[src/rtl/cv32e40p_lce_responder.sv]
// rtl/cv32e40p_lce_responder.sv - loop-lockup alarm responder: debounce, kill req/ack, hold-off, status
// Filters the detector alarm, raises a held kill request, and keeps sticky/count status for software.

module cv32e40p_lce_responder #(
  parameter int unsigned ALARM_FILTER   = 2,
  parameter int unsigned HOLDOFF_CYCLES = 16,
  parameter int unsigned CNT_WIDTH      = 8
) (
  input  logic                 clk,
  input  logic                 rst_n,
  input  logic                 alarm_i,
  input  logic                 enable_i,
  output logic                 kill_req_o,
  input  logic                 kill_ack_i,
  input  logic                 clear_i,
  output logic                 sticky_o,
  output logic [CNT_WIDTH-1:0] event_cnt_o,
  output logic                 busy_o
);

  localparam int unsigned FILT_W     = $clog2(ALARM_FILTER + 1);
  localparam int unsigned HOLD_W_RAW = $clog2(HOLDOFF_CYCLES + 1);
  localparam int unsigned HOLD_W     = (HOLD_W_RAW < 1) ? 1 : HOLD_W_RAW;

  localparam logic [FILT_W-1:0]    FILT_LAST = FILT_W'(ALARM_FILTER);
  localparam logic [HOLD_W-1:0]    HOLD_LOAD = HOLD_W'(HOLDOFF_CYCLES);
  localparam logic [CNT_WIDTH-1:0] CNT_MAX   = '1;

  typedef enum logic [1:0] {
    IDLE    = 2'd0,
    FILTER  = 2'd1,
    REQ     = 2'd2,
    HOLDOFF = 2'd3
  } state_e;

  state_e                state_q;
  state_e                state_n;
  logic [FILT_W-1:0]     filt_cnt_q;
  logic [FILT_W-1:0]     filt_cnt_n;
  logic [FILT_W-1:0]     filt_inc;
  logic [HOLD_W-1:0]     hold_cnt_q;
  logic [HOLD_W-1:0]     hold_cnt_n;
  logic                  alarm_en;
  logic                  ack_evt;
  logic [CNT_WIDTH-1:0]  cnt_base;
  logic [CNT_WIDTH-1:0]  cnt_n;
  logic                  sticky_n;

  assign alarm_en = alarm_i && enable_i;
  assign filt_inc = filt_cnt_q + FILT_W'(1);

  always_comb begin
    state_n    = state_q;
    filt_cnt_n = filt_cnt_q;
    hold_cnt_n = hold_cnt_q;
    ack_evt    = 1'b0;

    case (state_q)
      IDLE: begin
        if (alarm_en) begin
          if (ALARM_FILTER == 1) begin
            state_n    = REQ;
            filt_cnt_n = '0;
          end else begin
            state_n    = FILTER;
            filt_cnt_n = FILT_W'(1);
          end
        end
      end

      FILTER: begin
        // Any gap in the enabled alarm restarts the debounce from scratch.
        if (alarm_en) begin
          if (filt_inc == FILT_LAST) begin
            state_n    = REQ;
            filt_cnt_n = '0;
          end else begin
            filt_cnt_n = filt_inc;
          end
        end else begin
          state_n    = IDLE;
          filt_cnt_n = '0;
        end
      end

      REQ: begin
        // Once raised, the request stays up until the controller takes it.
        if (kill_ack_i) begin
          ack_evt = 1'b1;
          if (HOLDOFF_CYCLES > 0) begin
            state_n    = HOLDOFF;
            hold_cnt_n = HOLD_LOAD;
          end else begin
            state_n = IDLE;
          end
        end
      end

      HOLDOFF: begin
        if (hold_cnt_q == HOLD_W'(1)) begin
          state_n    = IDLE;
          hold_cnt_n = '0;
        end else begin
          hold_cnt_n = hold_cnt_q - HOLD_W'(1);
        end
      end

      default: begin
        state_n    = IDLE;
        filt_cnt_n = '0;
        hold_cnt_n = '0;
      end
    endcase
  end

  // Clear is applied before the increment so a coincident ack is still counted.
  always_comb begin
    cnt_base = clear_i ? '0 : event_cnt_o;
    cnt_n    = cnt_base;
    if (ack_evt && (cnt_base != CNT_MAX)) begin
      cnt_n = cnt_base + CNT_WIDTH'(1);
    end
    sticky_n = ack_evt || (sticky_o && !clear_i);
  end

  always_ff @(posedge clk or negedge rst_n) begin
    if (!rst_n) begin
      state_q     <= IDLE;
      filt_cnt_q  <= '0;
      hold_cnt_q  <= '0;
      kill_req_o  <= 1'b0;
      busy_o      <= 1'b0;
      sticky_o    <= 1'b0;
      event_cnt_o <= '0;
    end else begin
      state_q     <= state_n;
      filt_cnt_q  <= filt_cnt_n;
      hold_cnt_q  <= hold_cnt_n;
      kill_req_o  <= (state_n == REQ);
      busy_o      <= (state_n != IDLE);
      sticky_o    <= sticky_n;
      event_cnt_o <= cnt_n;
    end
  end

endmodule

[config.mk]
export PLATFORM = sky130hd
export DESIGN_NAME = cv32e40p_lce_responder
export DESIGN_NICKNAME = d
export VERILOG_FILES = /design/src/rtl/cv32e40p_lce_responder.sv
export SDC_FILE = /design/constraint.sdc
export NUM_CORES = 1
export LEC_CHECK = 0
export ABC_AREA = 1
export CORE_ASPECT_RATIO = 1.4
export CORE_MARGIN = 3
export CORE_UTILIZATION = 55
export CTS_BUF_LIST = sky130_fd_sc_hd__clkbuf_4
export CTS_CLUSTER_DIAMETER = 60
export DETAILED_ROUTE_END_ITERATION = 10
export PLACE_DENSITY_LB_ADDON = 0.1
export SETUP_SLACK_MARGIN = 0.3
export SYNTH_ARGS = -nofsm -noshare
export SYNTH_HDL_FRONTEND = slang
export SYNTH_SLANG_ARGS = --single-unit
[constraint.sdc]
create_clock -name clk -period 1.6 [get_ports clk]
set_clock_uncertainty 0.1 [all_clocks]
set_input_delay 0.24 -clock clk [delete_from_list [all_inputs] [get_ports clk]]
set_output_delay 0.24 -clock clk [all_outputs]
set_load 0.005 [all_outputs]
==> impl_metrics.toml <==
[outcome]
outcome = "complete, no violations"

[clock_network]
cts_made_buffers = 3
cts_sinks = 20
cts_hold_buf = 0
insertion_delay_ns = 0.32
root_buffer = "clkbuf_4"
htreeDepth = 1
clkTransAtPathRegs_ns = 0.12
clockBufferDepth = 2
cts_tree = "done"

[detailed_routing]
drtPass1Iterations = 5
first_iter_violations = 45
drt-total-wl_um = 3500
via_count = 1182
detail-route-antenna-nets = 0
drc = 0
wl_per_cell_um = 16.1
vias_per_cell = 5.45

[grt]
grtUsageTotal_pct = 26.4
antenna_found_initial = 0
grt_max_degree = 21
grt_pass1_wl_um = 5080
grt-ovfl-total = 0
grt_pass1_vias = 1221

[timing]
tightest_slew_ns = 0.289
post-route-period-util_pct = 96.3
fmax_mhz = 649
slew_headroom_pct = 80.7
min_period_ns = 1.54
hold_violations = 0
rsz0062_at_grt = "true"
setup-violations-final = 0
finalMaxSlewViolations = 0

[finish]
final_common_cell = "nand2_1"
diodes = 0
postLayoutCellArea_sq_um = 1680
fin_cells = 217
drive_gt1_share_pct = 38.6
area_delta_synth_final_pct = 49.1
nets = 207
multiInputGateArea_sq_um = 652
n_fill_cell = 83
final_cell_mix = "nand2_1, buf_4, dfrtp_1"
regArea_sq_um = 503

[floorplanning]
io-pin-count = 17
coreArea_sq_um = 1850
die_area_sq_um = 2630
fp.dieH_um = 59.5
row_count = 18
start_util_pct = 61.0
die_width_um = 44.2

[logic_synthesis]
ys_seq_elements = 20
synth_top_cell_by_area = "dfrtp_1"
synth_nets = 159
synth.area.top_cells = "dfrtp_1, nand2_1, nand3_1"
netlist_instances = 150
yosysTopAreaCellShare_pct = 44.4
yosys_warnings = 0
synth_cell_type_count = 23
synth_area_sq_um = 1130
ys_seq_area_share_pct = 44.4
avgSynthCellArea_sq_um = 7.51

[placement]
placed_cell_area_sq_um = 1360
dp_hpwl_um = 1820
portBuffers = 16
gp_congestion = 0.856
place_inst = 192

[critical_path]
cp.arrival_ns = 1.66
crit_fanout = 8
critPathCaptureType = "flop"
crit_type = "flop to flop"
rr_worst_depth = 10
cp-start-kind = "flop"
cp.required_ns = 1.72

[worst_hold_path]
min_path_type = "input pin to asynchronous set/reset pin"

[pwr]
powerDensity_nw_per_um2 = 1110
leakagePower_uw = 0.000897
ir_drop_uv = 1010

[flow_run]
maxCapViolations = 0
[path summary, 6_finish.rpt]
check / from / endpoint / slack (ns)
setup / recovery: event_cnt_o[0]$_DFF_PN0_ / event_cnt_o[7]$_DFF_PN0_ / 0.06
hold reg to reg: sticky_o$_DFF_PN0_ / sticky_o$_DFF_PN0_ / 0.42
setup reg to reg: event_cnt_o[0]$_DFF_PN0_ / event_cnt_o[7]$_DFF_PN0_ / 0.06
max in group asynchronous: rst_n / state_q[0]$_DFF_PN0_ / 1.02
min in group clk: sticky_o$_DFF_PN0_ / sticky_o$_DFF_PN0_ / 0.42
hold / removal: rst_n / hold_cnt_q[4]$_DFFE_PN0P_ / 0.15
[through the flow]
step           setup TNS, ns  util (%)  setup slack (ns)  hold slack, ns  power [uW]
5_1_grt                    0      90.9          0.000534           0.161        1970
2_1_floorplan              0         -             0.148          -0.156        1100
3_5_place_dp           -2.39      73.8            -0.322           0.382        1310
6_report                   0      90.9            0.0595           0.153        1860
3_3_place_gp           -1.94      73.8            -0.265           0.381        1280
4_1_cts                    0      86.7             0.137           0.175        1720
[kinds of logic after synthesis]
group | share of synthesized area, %
flip-flops | 44.4
adder cells (fa/ha/maj) | 3.33
AO/OA/AOI/OAI | 3.44
buffers and inverters | 9.56
XOR/XNOR | 3.11
AND/OR/NAND/NOR | 36.1
[synth_stat cells, drive strengths merged]
master,instances
nand2,55
o22ai,1
nor3,2
a21oi,2
xor2,2
inv,25
xnor2,2
nor2,16
nand3,17
a211oi,1
o21ai,3
buf,1
dfrtp,20
ha,3
[flip-flops by register name (all words and copies together), names as in the netlist]
register / count
state_q: 2
kill_req_o: 1
hold_cnt_q: 5
sticky_o: 1
event_cnt_o: 8
busy_o: 1
filt_cnt_q: 2
[per-layer routing]
metal  GRT usage (%)  share of wire (%)
met2            48.1                 56
met4            18.5                2.8
met5               0                  0
met1            26.7                 37
met3            3.34                4.3
[area by class of cell]
cell class                      instances  area share, %
Sequential cell                        20           30.0
Inverter                               25           6.18
Multi-Input combinational cell        104           38.8
Timing Repair Buffer                   44           22.0
Clock buffer                            3           1.34
Clock inverter                          1          0.224
Tap cell                               20           1.49
[power by group]
group,leakage (uW),internal [uW],switching [uW]
combinational,0.000621,383,464
clock,0.0000154,91.6,171
sequential,0.000261,627,122
[worst max-delay path, cell delays in order (launching register included)]
cell	delay, ns
dfrtp_1	0.41
nand2_2	0.07
inv_2	0.08
ha_4	0.14
nand2_4	0.06
nor2_4	0.12
nand3_4	0.12
nand2_8	0.13
inv_8	0.05
nand2_1	0.08
nand2_1	0.08
[repair_timing]
action / 4_1_cts / 5_1_grt
pin swaps: 13 / 6
resized for setup: 42 / 23
endpoints found under the setup margin: 24 / 23
buffers inserted: 18 / 3
No activity file was read; power rests on OpenSTA's default activity.
